$ cat config.mk
export PLATFORM = sky130hd
export DESIGN_NAME = bcd_convert_seq_flat
export DESIGN_NICKNAME = d
export VERILOG_FILES = /design/src/rtl/bcd_convert_seq_if.sv /design/src/rtl/bcd_convert_seq.sv /design/src/flat_wrapper.sv
export SDC_FILE = /design/constraint.sdc
export NUM_CORES = 1
export LEC_CHECK = 0
export CAP_MARGIN = 20
export CORE_MARGIN = 2
export CORE_UTILIZATION = 30
export CTS_CLUSTER_SIZE = 14
export DETAILED_ROUTE_END_ITERATION = 7
export GPL_TIMING_DRIVEN = 0
export SLEW_MARGIN = 20
export SYNTH_ARGS = -nofsm -noshare
export SYNTH_HDL_FRONTEND = slang
export SYNTH_SLANG_ARGS = --single-unit
$ cat constraint.sdc
create_clock -name clk -period 2.5 [get_ports clk]
set_clock_uncertainty 0.1 [all_clocks]
set_input_delay 0.625 -clock clk [delete_from_list [all_inputs] [get_ports clk]]
set_output_delay 0.625 -clock clk [all_outputs]
set_load 0.01 [all_outputs]
$ cat src/rtl/bcd_convert_seq_if.sv
// Handshake and result bundle between a requester and the sequential
// binary-to-BCD converter.
interface bcd_convert_seq_if #(
  parameter int WIDTH  = 16,
  parameter int DIGITS = 5
);
  logic                start;
  logic [WIDTH-1:0]    value;
  logic                busy;
  logic                done;
  logic [4*DIGITS-1:0] digits;
  logic                negative;
  logic                overflow;

  modport master (
    output start,
    output value,
    input  busy,
    input  done,
    input  digits,
    input  negative,
    input  overflow
  );

  modport slave (
    input  start,
    input  value,
    output busy,
    output done,
    output digits,
    output negative,
    output overflow
  );
endinterface

$ cat src/rtl/bcd_convert_seq.sv
// Sequential shift-and-add-3 binary-to-BCD converter, one input bit per clock,
// with sign handling, overflow detection and optional leading-zero blanking.
module bcd_convert_seq #(
  parameter int WIDTH    = 16,
  parameter int DIGITS   = 5,
  parameter bit SIGNED   = 1'b1,
  parameter bit BLANK_LZ = 1'b1
) (
  input  logic             clk,
  input  logic             rst,
  bcd_convert_seq_if.slave bus
);

  localparam int BCD_W = 4 * DIGITS;
  localparam int CNT_W = $clog2(WIDTH + 1);

  typedef enum logic [1:0] {
    ST_IDLE,
    ST_SHIFT,
    ST_DONE
  } state_t;

  state_t             state_reg;
  logic [WIDTH-1:0]   mag_reg;
  logic [BCD_W-1:0]   bcd_reg;
  logic               ovf_reg;
  logic               neg_reg;
  logic [CNT_W-1:0]   cnt_reg;

  logic               busy_reg;
  logic               done_reg;
  logic [BCD_W-1:0]   digits_reg;
  logic               negative_reg;
  logic               overflow_reg;

  logic               sign_in;
  logic [WIDTH-1:0]   mag_in;
  logic [BCD_W-1:0]   bcd_adj;
  logic [BCD_W-1:0]   bcd_blank;
  // upper_zero[i]: digit i and every digit above it are zero
  logic [DIGITS:1]    upper_zero;

  assign sign_in = SIGNED && bus.value[WIDTH-1];
  // Negating the most negative value wraps to 2^(WIDTH-1), which is the
  // correct unsigned magnitude.
  assign mag_in  = sign_in ? (~bus.value + WIDTH'(1)) : bus.value;

  assign upper_zero[DIGITS] = 1'b1;

  genvar gi;
  generate
    for (gi = 0; gi < DIGITS; gi++) begin : g_digit
      logic [3:0] cur;
      assign cur = bcd_reg[gi*4 +: 4];
      assign bcd_adj[gi*4 +: 4] = (cur >= 4'd5) ? (cur + 4'd3) : cur;

      if (gi == 0) begin : g_ones
        assign bcd_blank[3:0] = cur;
      end else begin : g_upper
        assign upper_zero[gi] = (cur == 4'd0) && upper_zero[gi+1];
        assign bcd_blank[gi*4 +: 4] = (BLANK_LZ && upper_zero[gi]) ? 4'hF : cur;
      end
    end
  endgenerate

  always_ff @(posedge clk) begin
    if (rst) begin
      state_reg    <= ST_IDLE;
      mag_reg      <= '0;
      bcd_reg      <= '0;
      ovf_reg      <= 1'b0;
      neg_reg      <= 1'b0;
      cnt_reg      <= '0;
      busy_reg     <= 1'b0;
      done_reg     <= 1'b0;
      digits_reg   <= '0;
      negative_reg <= 1'b0;
      overflow_reg <= 1'b0;
    end else begin
      case (state_reg)
        ST_IDLE: begin
          done_reg <= 1'b0;
          if (bus.start) begin
            mag_reg   <= mag_in;
            neg_reg   <= sign_in;
            bcd_reg   <= '0;
            ovf_reg   <= 1'b0;
            cnt_reg   <= '0;
            busy_reg  <= 1'b1;
            state_reg <= ST_SHIFT;
          end
        end

        ST_SHIFT: begin
          // A carry out of the top digit means the value needs more digits
          // than we have; the low digits stay correct modulo 10^DIGITS.
          bcd_reg <= {bcd_adj[BCD_W-2:0], mag_reg[WIDTH-1]};
          mag_reg <= {mag_reg[WIDTH-2:0], 1'b0};
          ovf_reg <= ovf_reg | bcd_adj[BCD_W-1];
          cnt_reg <= cnt_reg + CNT_W'(1);
          if (cnt_reg == CNT_W'(WIDTH - 1)) begin
            state_reg <= ST_DONE;
          end
        end

        ST_DONE: begin
          digits_reg   <= bcd_blank;
          negative_reg <= neg_reg;
          overflow_reg <= ovf_reg;
          done_reg     <= 1'b1;
          busy_reg     <= 1'b0;
          state_reg    <= ST_IDLE;
        end

        default: begin
          state_reg <= ST_IDLE;
        end
      endcase
    end
  end

  assign bus.busy     = busy_reg;
  assign bus.done     = done_reg;
  assign bus.digits   = digits_reg;
  assign bus.negative = negative_reg;
  assign bus.overflow = overflow_reg;

endmodule
$ cat src/flat_wrapper.sv
// flat-port wrapper written by rule: the top's interface ports become plain ports
module bcd_convert_seq_flat 
#(
  parameter int WIDTH    = 16,
  parameter int DIGITS   = 5,
  parameter bit SIGNED   = 1'b1,
  parameter bit BLANK_LZ = 1'b1
)
  (clk, rst, bus_start, bus_value, bus_busy, bus_done, bus_digits, bus_negative, bus_overflow);
  bcd_convert_seq_if #(.WIDTH(WIDTH), .DIGITS(DIGITS)) bus_i ();
  input  logic clk;
  input  logic rst;
  input wire logic [$bits(bus_i.start)-1:0] bus_start;
  input wire logic [$bits(bus_i.value)-1:0] bus_value;
  output wire logic [$bits(bus_i.busy)-1:0] bus_busy;
  output wire logic [$bits(bus_i.done)-1:0] bus_done;
  output wire logic [$bits(bus_i.digits)-1:0] bus_digits;
  output wire logic [$bits(bus_i.negative)-1:0] bus_negative;
  output wire logic [$bits(bus_i.overflow)-1:0] bus_overflow;
  assign bus_i.start = bus_start;
  assign bus_i.value = bus_value;
  assign bus_busy = bus_i.busy;
  assign bus_done = bus_i.done;
  assign bus_digits = bus_i.digits;
  assign bus_negative = bus_i.negative;
  assign bus_overflow = bus_i.overflow;
  bcd_convert_seq #(.WIDTH(WIDTH), .DIGITS(DIGITS), .SIGNED(SIGNED), .BLANK_LZ(BLANK_LZ)) u_core (.clk(clk), .rst(rst), .bus(bus_i));
endmodule
==> results by stage <==
Outcome:
- The flow ran to the end, and the final reports show no timing, DRC or antenna violations.

Final layout:
- The final layout contains 472 nets.
- The area growth from synthesis to layout is 27.3%.
- The final cell utilization of the core is 39.6%.
- Cells with a size suffix above 1 make up 8.33% of the layout.
- The post-route standard cell area excluding fillers is 4350 sq um.
- The number of antenna diodes in the final layout is 0.
- The fill cell instance count of the final layout is 1101.

Yosys:
- Yosys mapped a number of flops with a built-in enable equal to 0.
- In this run, distinct cell masters in the synthesized netlist total 52.
- Sorting the synthesized cells by how often they occur yields sky130_fd_sc_hd__dfxtp_1, sky130_fd_sc_hd__a21oi_1, sky130_fd_sc_hd__o21ai_0, sky130_fd_sc_hd__nor2_1, sky130_fd_sc_hd__nand2_1.
- The total nets after synthesis is 419.
- The cell count after synthesis is 386.
- The most instantiated flip-flop cell in the synthesis netlist is sky130_fd_sc_hd__dfxtp_1.
- Each instance of the synthesized netlist takes up on average 8.85 sq um.
- Sequential elements use approximately 40% of the synthesized area.
- The most common cell in the synthesized netlist is sky130_fd_sc_hd__dfxtp_1.
- The share of the synthesized area in compound gates (AO/OA/AOI/OAI) is around a quarter.
- The portion of netlist area occupied by mux cells is 1.76%.
- In this run, synthesis produced a sequential element count of 69.
- After Yosys synthesis, full adders, half adders and majority gates account for approximately 5.1% of the synthesized area.
- The proportion of register bits with asynchronous set or reset after synthesis is 0%.
- The parity-gate share of the synthesized area counting xor and xnor cells is 4.36%.
- The area of the mapped netlist is approximately 3400 sq um.
- Yosys printed 0 warnings.
- The area share of and/or/nand/nor cells after synthesis is between 10% and 20%.
- Summed over its instances, the top area cell type makes up 40.4% of the synthesized netlist area.
- By area the synthesized netlist is led by sky130_fd_sc_hd__dfxtp_1, sky130_fd_sc_hd__a21oi_1, sky130_fd_sc_hd__ha_1.
- The dominant combinational cell family by area after synthesis is compound AO/OA/AOI/OAI gates.
- The biggest area consumer among synthesized cells is sky130_fd_sc_hd__dfxtp_1.

Timing:
- The final period demand of the worst path is around 2.4 ns.
- The number of max-slew violations in the final report is 0.
- The slew at the pin with the worst max-slew slack is 0.916 ns.
- Setup repair after global routing left no endpoint under its margin.
- Setup violations remaining at the end of the flow were counted as 0.
- After routing, the total negative slack on setup checks comes to 0 ns.
- The final clock period utilization by the worst path is 95.5%.
- The headroom to the max-slew limit is 38.7%.
- The slack of the critical path is roughly 0.11 ns.
- The number of hold violations in the final report is 0.
- Timing would allow up to about 420 MHz.

Clocking:
- Clock tree synthesis selected as its root buffer the cell sky130_fd_sc_hd__clkbuf_16.
- The CTS tree is done.
- The count of H-tree levels built during CTS is 3.
- The post-CTS setup buffer count is 0.
- The clock passes through at most 2 buffers.
- The number of hold-repair buffers added at the cts stage is 0.
- The number of clock sinks seen by CTS is 69.
- In this run, CTS created clock tree buffers numbering 9.
- The clock insertion delay at the later pin of the skew report is roughly 0.33 ns.
- After clock tree synthesis, the clock-pin slew on the worst setup and hold paths is ~0.06 ns.

Pwr:
- The clock power share is 50.8%.
- The combinational fraction of design power is 8.1%.
- The leakage power of the design is 1.59 nW.
- The internal power of the cells totals 2.14 mW.
- Across the VDD grid, the largest voltage drop is ~0.00032 V.
- Total power for the finished layout comes to roughly 2.8 mW.
- The net switching fraction of the power is 22.6%.
- Registers are responsible for 41.1% of the overall power.
- Dividing total power by cell area gives a power density of 637 nW/um^2.
- In this run the power spent charging and discharging nets is 626 uW.

Placed design:
- Port buffering added 42 buffers.
- The post-detailed-placement cell area is roughly 4000 sq um.
- Detailed placement ended at an HPWL of between 6 and 7 mm.
- The setup slack after placement is -0.228 ns.
- The placer congestion estimate is 0.837.

Detailed routing:
- The number of vias per cell after detailed routing is 5.14.
- The pre-antenna-repair detailed-routing pass consisted of 4 iterations.
- The routed design has about 8.5 mm of wire.
- The antenna violation net count after detailed routing is 0.
- The detailed-route DRC error count is 0.
- The detailed router finished its first iteration with 147 violations.
- In the final routed layout, each cell accounts on average for around 15 microns.
- The detailed-route via count is 3000.

Setup path:
- The endpoint required time on the critical path is between 2 and 3 ns.
- On the worst path, the slowest cell contributes a delay of 0.54 ns.
- In this run the worst path has a maximum fanout of 6.
- The critical path starts at bus_value[4].
- The critical path start-end classification is in -> reg.
- The worst reg2reg path startpoint is u_core.state_reg[0].
- The kind of cell adding the most delay to the critical path is simple AND/OR/NAND/NOR gates.
- STA classifies the critical path startpoint as an input port.
- The capture point of the worst reg-to-reg path is u_core.bcd_reg[2].
- The data arrival time of the worst path is 2.49 ns.
- The setup slack of the most critical reg-to-reg path is 0.22 ns.
- STA classifies the critical path endpoint as a flip-flop.
- The slowest stage of the critical path is the sky130_fd_sc_hd__or4_1 cell.
- The path depth of the worst reg2reg path is 5.
- Traced cell by cell, the critical path runs through clkdlybuf4s50_1 > or4_1 > buf_6 > nor3_4 > a21oi_1 > or3_1.
- The number of buffers and inverters on the critical path is 2.

Global routing:
- Global routing used 14.1% of the available tracks across all layers.
- The number of antenna violations at the first check in global routing is 0.
- The wire length of the first global-routing pass is ~14 mm.
- After global routing the overflow that remains totals 0.
- The number of global-route vias before repair is 2964.
- The maximum number of pins on one net before global-route repair is 13.

Die:
- Once the floorplan was initialized, standard cells occupied 31.1% of the core.
- After floorplanning, the core was sized to cover 11000 sq um.
- The die area is roughly 12000 sq um.
- 43 I/O pins were placed.
- The floorplan step set the die width to 111 microns.
- The die is 111 microns tall.
- The row count is 38.

Hold path:
- The beginning of the worst hold path is u_core.mag_reg[15].
- The class of the tightest hold or removal check is reg -> reg.
- The worst min-delay path endpoint is u_core.bcd_reg[0].
- The worst hold path passes through 2 cells.

Run:
- The number of max-cap violations is 0.
-- layout by cell type (no fill, tap or decap), types with 4 or more instances in the layout --
cell / n
sky130_fd_sc_hd__nor3_1: 10
sky130_fd_sc_hd__o22ai_1: 8
sky130_fd_sc_hd__or3_1: 8
sky130_fd_sc_hd__and3_1: 6
sky130_fd_sc_hd__mux2i_1: 6
sky130_fd_sc_hd__xnor2_1: 9
sky130_fd_sc_hd__ha_1: 14
sky130_fd_sc_hd__nand3_1: 14
sky130_fd_sc_hd__o221a_2: 7
sky130_fd_sc_hd__clkbuf_1: 18
sky130_fd_sc_hd__nor3b_1: 4
sky130_fd_sc_hd__clkbuf_16: 9
sky130_fd_sc_hd__o21ai_0: 25
sky130_fd_sc_hd__inv_1: 18
sky130_fd_sc_hd__dfxtp_1: 69
sky130_fd_sc_hd__nand2_1: 22
sky130_fd_sc_hd__a22o_1: 10
sky130_fd_sc_hd__xor2_1: 8
sky130_fd_sc_hd__nand2b_1: 8
sky130_fd_sc_hd__clkdlybuf4s50_1: 42
sky130_fd_sc_hd__nor2_1: 24
sky130_fd_sc_hd__a22oi_1: 10
sky130_fd_sc_hd__a21oi_1: 37
-- timing repair --
action	CTS	global route
setup endpoints to repair	0	13
hold endpoints to repair	0	0
gates resized for setup	0	4
-- per-stage QoR --
stage / hold slack [ns] / cells
after floorplan: 0.332 / 386
after global placement: 0.346 / 568
after detailed placement: 0.348 / 568
after CTS: 0.359 / 584
after global routing: 0.379 / 584
final: 0.356 / 584
-- worst min-delay path, stage by stage (launching register included) --
cell                      delay [ns]
sky130_fd_sc_hd__dfxtp_1        0.31
sky130_fd_sc_hd__nand2_1        0.05
sky130_fd_sc_hd__a21oi_1        0.05
-- cell families (layout without fill, tap and decap cells) --
family	after synthesis	in the layout
xor gates and xnor gates	17	17
AOI/OAI and AO/OA	118	118
DFF	69	69
and+or+nand+nor	118	118
adders and majority gates	14	14
muxes	6	6
buffers and inverters	44	102
-- power groups by stage --
stage	Sequential [mW]	Combinational, mW	Clock [mW]
after floorplan	1.16	0.131	0
after global placement	1.16	0.221	0
after detailed placement	1.16	0.226	0
after CTS	1.14	0.226	1.42
after global routing	1.14	0.247	1.47
final	1.14	0.224	1.41
-- worst max path at each step --
stage                         end  slack [ns]  cells after the start
2_1_floorplan  u_core.mag_reg[13]        0.38                      5
3_3_place_gp   u_core.mag_reg[14]       -0.20                      5
3_5_place_dp   u_core.mag_reg[14]       -0.23                      5
4_1_cts        u_core.mag_reg[14]        0.11                      5
5_1_grt        u_core.mag_reg[14]        0.01                      7
6_report       u_core.mag_reg[13]        0.11                      6
-- area by class of cell --
cell class              instances  area (sq um)  share of cell area [%]
plain buffers                  26           116                    2.68
clock buffers                  11           253                    5.81
clock inverters                 5          81.3                    1.87
inverters                      18          67.6                    1.55
multi-input cells             273          1850                    42.6
flip-flops and latches         69          1380                    31.8
well taps                     140           175                    4.03
repair buffers                 42           420                    9.67
-- metal layers --
layer,GRT usage (%),vias up,share of wire (%)
met1,17.5,1425,47
met3,3.44,9,4.0
li1,-,1513,-
met4,3.50,0,1.2
met5,0,-,0
met2,24.7,53,47
Note: power is estimated with default switching activity, not from simulation.
